[config.mk]
export PLATFORM = sky130hd
export DESIGN_NAME = pc_gen_unit_flat
export DESIGN_NICKNAME = d
export VERILOG_FILES = /design/src/rtl/pc_gen_if.sv /design/src/rtl/pc_gen_unit.sv /design/src/flat_wrapper.sv
export SDC_FILE = /design/constraint.sdc
export NUM_CORES = 1
export LEC_CHECK = 0
export ABC_CLOCK_PERIOD_IN_PS = 5710
export CAP_MARGIN = 30
export CORE_AREA = 2 2 97 99
export CTS_BUF_LIST = sky130_fd_sc_hd__clkbuf_16
export CTS_CLUSTER_DIAMETER = 30
export DETAILED_ROUTE_END_ITERATION = 6
export DIE_AREA = 0 0 99 101
export GPL_ROUTABILITY_DRIVEN = 0
export HOLD_SLACK_MARGIN = 0.02
export PLACE_DENSITY = 0.85
export SLEW_MARGIN = 0
export SYNTH_ARGS = -nofsm -noshare
export SYNTH_HDL_FRONTEND = slang
export SYNTH_SLANG_ARGS = --single-unit
[constraint.sdc]
create_clock -name clk -period 5.71 [get_ports clk]
set_clock_uncertainty 0.15 [all_clocks]
set_input_delay 1.142 -clock clk [delete_from_list [all_inputs] [get_ports clk]]
set_output_delay 1.142 -clock clk [all_outputs]
set_load 0.005 [all_outputs]
[src/rtl/pc_gen_if.sv]
// Bundle between the PC generator, the hazard/branch control and instruction fetch.
// master = PC generator side, slave = the surrounding pipeline.
interface pc_gen_if #(
  parameter int XLEN = 32
);
  logic            stall;
  logic            redirect_valid;
  logic [XLEN-1:0] redirect_target;
  logic            trap_valid;
  logic [XLEN-1:0] trap_vector;
  logic            halt_req;
  logic            resume;
  logic            is_compressed;
  logic            fetch_ready;
  logic [XLEN-1:0] pc;
  logic [XLEN-1:0] pc_plus;
  logic            fetch_valid;
  logic            misaligned_exc;
  logic [XLEN-1:0] misaligned_addr;
  logic            halted;

  modport master (
    input  stall, redirect_valid, redirect_target, trap_valid, trap_vector,
           halt_req, resume, is_compressed, fetch_ready,
    output pc, pc_plus, fetch_valid, misaligned_exc, misaligned_addr, halted
  );

  modport slave (
    output stall, redirect_valid, redirect_target, trap_valid, trap_vector,
           halt_req, resume, is_compressed, fetch_ready,
    input  pc, pc_plus, fetch_valid, misaligned_exc, misaligned_addr, halted
  );
endinterface

[src/rtl/pc_gen_unit.sv]
// Program-counter generator: architectural PC register, next-PC selection
// (sequential / redirect / trap), stall and halt control, alignment check,
// and a valid/ready presentation of the PC to instruction fetch.
module pc_gen_unit #(
  parameter int          XLEN         = 32,
  parameter logic [31:0] RESET_VECTOR = 32'h0000_0000,
  parameter bit          C_EXT        = 1'b0
) (
  input  logic      clk,
  input  logic      rst,
  pc_gen_if.master  bus
);

  localparam logic [XLEN-1:0] RV_EXT = XLEN'(RESET_VECTOR);

  typedef enum logic [1:0] {
    ST_BOOT = 2'd0,
    ST_RUN  = 2'd1,
    ST_HALT = 2'd2
  } state_t;

  state_t          r_state, w_state_nxt;
  logic [XLEN-1:0] r_pc, w_pc_nxt;
  logic            r_exc, w_exc_nxt;
  logic [XLEN-1:0] r_addr, w_addr_nxt;

  logic [XLEN-1:0] w_inc;
  logic [XLEN-1:0] w_pc_plus;
  logic            w_misaligned;
  logic            w_advance;

  // Increment is 2 only for compressed instructions when the C extension exists.
  assign w_inc     = (C_EXT && bus.is_compressed) ? XLEN'(2) : XLEN'(4);
  // Plain modulo-2^XLEN add: the top of the address space wraps to zero.
  assign w_pc_plus = r_pc + w_inc;

  // Redirect targets must be halfword aligned with C, word aligned without.
  // Trap vectors come from trusted CSR state and are not checked.
  assign w_misaligned = C_EXT ? bus.redirect_target[0]
                              : (bus.redirect_target[1:0] != 2'b00);

  // A PC is consumed only when it was actually offered and accepted.
  assign w_advance = (r_state == ST_RUN) && bus.fetch_ready && !bus.stall;

  // State, PC and exception registers; reset overrides everything.
  always_ff @(posedge clk) begin
    if (rst) begin
      r_state <= ST_BOOT;
      r_pc    <= RV_EXT;
      r_exc   <= 1'b0;
      r_addr  <= '0;
    end else begin
      r_state <= w_state_nxt;
      r_pc    <= w_pc_nxt;
      r_exc   <= w_exc_nxt;
      r_addr  <= w_addr_nxt;
    end
  end

  // Next-state and next-PC selection.
  always_comb begin
    w_state_nxt = r_state;
    w_pc_nxt    = r_pc;
    w_exc_nxt   = 1'b0;
    w_addr_nxt  = r_addr;
    unique case (r_state)
      ST_BOOT: begin
        // One dead cycle after reset; inputs are not looked at.
        w_state_nxt = ST_RUN;
      end
      ST_RUN: begin
        if (bus.trap_valid) begin
          w_pc_nxt = bus.trap_vector;
        end else if (bus.redirect_valid && !w_misaligned) begin
          // Control flow change beats stall and backpressure.
          w_pc_nxt = bus.redirect_target;
        end else if (bus.redirect_valid) begin
          w_exc_nxt  = 1'b1;
          w_addr_nxt = bus.redirect_target;
        end else if (w_advance && !bus.halt_req) begin
          w_pc_nxt = w_pc_plus;
        end
        // Trap entry wins over a halt request in the same cycle.
        if (bus.halt_req && !bus.trap_valid)
          w_state_nxt = ST_HALT;
      end
      ST_HALT: begin
        // Redirects and stall are ignored; only a trap or resume leave HALT.
        if (bus.trap_valid) begin
          w_pc_nxt    = bus.trap_vector;
          w_state_nxt = ST_RUN;
        end else if (bus.resume) begin
          w_state_nxt = ST_RUN;
        end
      end
      default: begin
        w_state_nxt = ST_BOOT;
        w_pc_nxt    = RV_EXT;
      end
    endcase
  end

  assign bus.pc              = r_pc;
  assign bus.pc_plus         = w_pc_plus;
  assign bus.fetch_valid     = (r_state == ST_RUN);
  assign bus.halted          = (r_state == ST_HALT);
  assign bus.misaligned_exc  = r_exc;
  assign bus.misaligned_addr = r_addr;

endmodule

[src/flat_wrapper.sv]
// flat-port wrapper written by rule: the top's interface ports become plain ports
module pc_gen_unit_flat 
#(
  parameter int          XLEN         = 32,
  parameter logic [31:0] RESET_VECTOR = 32'h0000_0000,
  parameter bit          C_EXT        = 1'b0
)
  (clk, rst, bus_stall, bus_redirect_valid, bus_redirect_target, bus_trap_valid, bus_trap_vector, bus_halt_req, bus_resume, bus_is_compressed, bus_fetch_ready, bus_pc, bus_pc_plus, bus_fetch_valid, bus_misaligned_exc, bus_misaligned_addr, bus_halted);
  pc_gen_if #(.XLEN(XLEN)) bus_i ();
  input  logic clk;
  input  logic rst;
  input wire logic [$bits(bus_i.stall)-1:0] bus_stall;
  input wire logic [$bits(bus_i.redirect_valid)-1:0] bus_redirect_valid;
  input wire logic [$bits(bus_i.redirect_target)-1:0] bus_redirect_target;
  input wire logic [$bits(bus_i.trap_valid)-1:0] bus_trap_valid;
  input wire logic [$bits(bus_i.trap_vector)-1:0] bus_trap_vector;
  input wire logic [$bits(bus_i.halt_req)-1:0] bus_halt_req;
  input wire logic [$bits(bus_i.resume)-1:0] bus_resume;
  input wire logic [$bits(bus_i.is_compressed)-1:0] bus_is_compressed;
  input wire logic [$bits(bus_i.fetch_ready)-1:0] bus_fetch_ready;
  output wire logic [$bits(bus_i.pc)-1:0] bus_pc;
  output wire logic [$bits(bus_i.pc_plus)-1:0] bus_pc_plus;
  output wire logic [$bits(bus_i.fetch_valid)-1:0] bus_fetch_valid;
  output wire logic [$bits(bus_i.misaligned_exc)-1:0] bus_misaligned_exc;
  output wire logic [$bits(bus_i.misaligned_addr)-1:0] bus_misaligned_addr;
  output wire logic [$bits(bus_i.halted)-1:0] bus_halted;
  assign bus_i.stall = bus_stall;
  assign bus_i.redirect_valid = bus_redirect_valid;
  assign bus_i.redirect_target = bus_redirect_target;
  assign bus_i.trap_valid = bus_trap_valid;
  assign bus_i.trap_vector = bus_trap_vector;
  assign bus_i.halt_req = bus_halt_req;
  assign bus_i.resume = bus_resume;
  assign bus_i.is_compressed = bus_is_compressed;
  assign bus_i.fetch_ready = bus_fetch_ready;
  assign bus_pc = bus_i.pc;
  assign bus_pc_plus = bus_i.pc_plus;
  assign bus_fetch_valid = bus_i.fetch_valid;
  assign bus_misaligned_exc = bus_i.misaligned_exc;
  assign bus_misaligned_addr = bus_i.misaligned_addr;
  assign bus_halted = bus_i.halted;
  pc_gen_unit #(.XLEN(XLEN), .RESET_VECTOR(RESET_VECTOR), .C_EXT(C_EXT)) u_core (.clk(clk), .rst(rst), .bus(bus_i));
endmodule
==> impl_metrics.yaml <==
hold_path:
  holdPathStages: 2
  hold_start: "u_core.bus.misaligned_addr[27]$_SDFFE_PP0P_"
  hold-path-endpoint: "u_core.bus.misaligned_addr[27]$_SDFFE_PP0P_"
  hold_class: "reg -> reg"
detailed_routing:
  firstDrtPassIters: 6
  wirelength_um: 15600
  vias: 4914
  ant_nets: 0
  drc: 0
  via_per_inst: 6.18
  dr.first_iter.drc_count: 527
  wire_per_inst_um: 19.6
layout:
  drive_above_1_share: 0.0599
  fin_area_sq_um: 6160
  final_cells: 795
  fin_nets: 759
  areaGrowthSynthToFinish_pct: 48.7
  utilization: 0.686
  antenna_cells: 0
power_and_ir_drop:
  ir_worst_vdd_mv: 0.210
  intPower_mw: 1.16
  swShare: 0.345
  p_sw_mw: 0.611
  power_density_nw_per_um2: 287
  p_leak_nw: 2.19
  p_comb_frac: 0.361
  p_seq_frac: 0.309
  power_frac_clock: 0.330
yosys:
  synth_cells: 531
  synth_commonest_cells: "100 x nand2_1, 67 x dfxtp_1, 45 x a21oi_1"
  yosysMostFrequentCell: "nand2_1"
  yosysTopAreaCell: "dfxtp_1"
  yosys-top-cells-area: "dfxtp_1 32%, nand2_1 9.1%, a21oi_1 5.4%"
  async_flop_share: 0
  avgSynthCellArea_sq_um: 7.79
  yosys_warnings: 0
  syn_area_sq_um: 4140
  synth_edf_count: 0
  synth_nets: 610
  ys.flop_type: "dfxtp_1"
  ys_seq_area_frac: 0.324
  synth-seq-cells: 67
  synth_top_area_share: 0.324
  synth_cell_types: 70
die:
  rows: 35
  die_y_um: 101
  start_util: 0.461
  core_area_sq_um: 8980
  die_x_um: 99
  die-area_sq_um: 10000
  pin_count: 172
cts:
  cts_sinks: 67
  postCtsResizedCells: 0
  ctsHoldBuffers: 0
  clk_latency_ns: 0.33
  htreeDepth: 3
  numCtsBuffers: 9
  cts_tree: "built"
  post_cts_buffers: 0
  worst_setup_hold_path_clk_slew_ns: 0.05
  root_buffer: "clkbuf_16"
  clk_path_buf_depth: 2
worst_setup_path:
  crit_slowest_cell: "clkdlybuf4s50_1"
  cp-end-kind: "primary output"
  start_kind: "register"
  reg2reg_depth: 8
  critPathRequiredTime_ns: 4.42
  critical_path_class: "reg -> out"
  path_buf_inv: 2
  worstReg2RegEnd: "u_core.bus.pc[14]$_SDFFE_PP0P_"
  crit_path_max_fanout: 11
  r2r-start: "u_core.r_state[1]$_SDFFE_PP0P_"
  reg2reg_slack_ns: 2.30
  arrival_ns: 2.90
  critPathTopFamily: "simple AND/OR/NAND/NOR gates"
  crit_path_cell_trace: "ha_1 > nand3_2 > nor4_1 > buf_4 > nand4_1 > xnor2_1 > clkdlybuf4s50_1"
  cp_slowest_stage_delay_ns: 0.53
timing:
  tns_ns: 0
  final_hold_viol_count: 0
  fmax_mhz: 239
  setup_viol: 0
  post-route-min-period_ns: 4.19
  drv_slew: 0
  period_share: 0.733
  relSlewSlack: 0.338
  tightest_slew_ns: 0.994
  rsz0062_at_grt: "false"
grt:
  grt_max_degree: 46
  track_usage: 0.294
  grt_pass1_vias: 4618
  grt_antenna_before_repair: 0
  grt-ovfl-total: 0
  grt_pass1_wl_um: 23300
placed_design:
  placed_cell_area_sq_um: 5840
  place_inst: 779
  dp_hpwl_um: 11500
  numPortBuffers: 170
job:
  drv_cap: 0
status:
  status: "finished clean"
[tightest hold or removal path, delay by kind of cell, from the launching register on]
kind | cells | cell delay [ns]
flip-flops | 1 | 0.30
AND/OR/NAND/NOR | 1 | 0.05
AO/OA/AOI/OAI | 1 | 0.05
[cells in the final DEF, fill, tap and decap left out, types with 6 or more instances in the layout]
cell             instances
clkdlybuf4s50_1        169
nand2_1                100
dfxtp_1                 67
a21oi_1                 45
nor2_1                  23
nand3_1                 22
xnor2_1                 22
o21ai_0                 18
nor3_1                  14
nand2b_1                13
nand4_1                 11
inv_1                   11
a22oi_1                 11
and3_1                  10
mux2i_1                  9
clkbuf_16                9
and2_1                   7
o2bb2ai_1                7
o31ai_1                  6
a22o_1                   6
ha_1                     6
[cells by family after synthesis]
logic type | Yosys count | share of synthesized area
and+or+nand+nor | 231 | 0.281
AOI/OAI and AO/OA | 141 | 0.242
DFF | 67 | 0.324
buffers and inverters | 49 | 0.0535
muxes | 10 | 0.0245
xor gates and xnor gates | 27 | 0.0571
adders and majority gates | 6 | 0.0181
[layer usage]
layer	wire [um]	vias up	track usage
met5	0	-	0
met4	753	0	0.137
met3	1390	68	0.0520
met2	7430	332	0.495
met1	6040	2286	0.367
li1	-	2228	-
[sequential cells by signal (all words and copies together), names as in the netlist]
signal                      count
u_core.bus.misaligned_addr     32
u_core.bus.pc                  32
u_core.r_state                  2
u_core.bus.misaligned_exc       1
[worst max-delay path by stage]
stage | start | to | cells after the start
finish | u_core.bus.pc[2]$_SDFFE_PP0P_ | bus_pc_plus[30] | 7
detailed placement | bus_redirect_target[0] | u_core.bus.pc[14]$_SDFFE_PP0P_ | 6
global route | u_core.bus.pc[2]$_SDFFE_PP0P_ | bus_pc_plus[30] | 7
global placement | bus_redirect_target[0] | u_core.bus.pc[18]$_SDFFE_PP0P_ | 6
floorplan | u_core.bus.pc[2]$_SDFFE_PP0P_ | bus_pc_plus[28] | 6
CTS | u_core.bus.pc[2]$_SDFFE_PP0P_ | bus_pc_plus[30] | 7
[layout make-up]
class / count / area, sq um
clock buffer: 9 / 225
clock inverter: 6 / 81.3
fill: 707 / 2820
inverter: 11 / 41.3
multi-input combinational: 415 / 2580
sequential: 67 / 1340
tap: 111 / 139
timing repair buffer: 176 / 1750
[per-stage QoR]
step	power [mW]	hold WS, ns	worst slack (ns)
finish	1.77	0.302	1.52
global route	1.84	0.322	1.41
CTS	1.75	0.305	1.53
detailed placement	1.17	0.297	1.44
global placement	1.15	0.292	1.66
floorplan	0.914	0.303	2.81
[power groups by stage]
stage	registers (mW)	logic [mW]	clock network (mW)
after global placement	0.552	0.594	0
after detailed placement	0.556	0.615	0
after floorplan	0.546	0.368	0
after global routing	0.552	0.678	0.607
after CTS	0.546	0.620	0.583
final	0.547	0.638	0.583
Note: power is estimated with default switching activity, not from simulation.
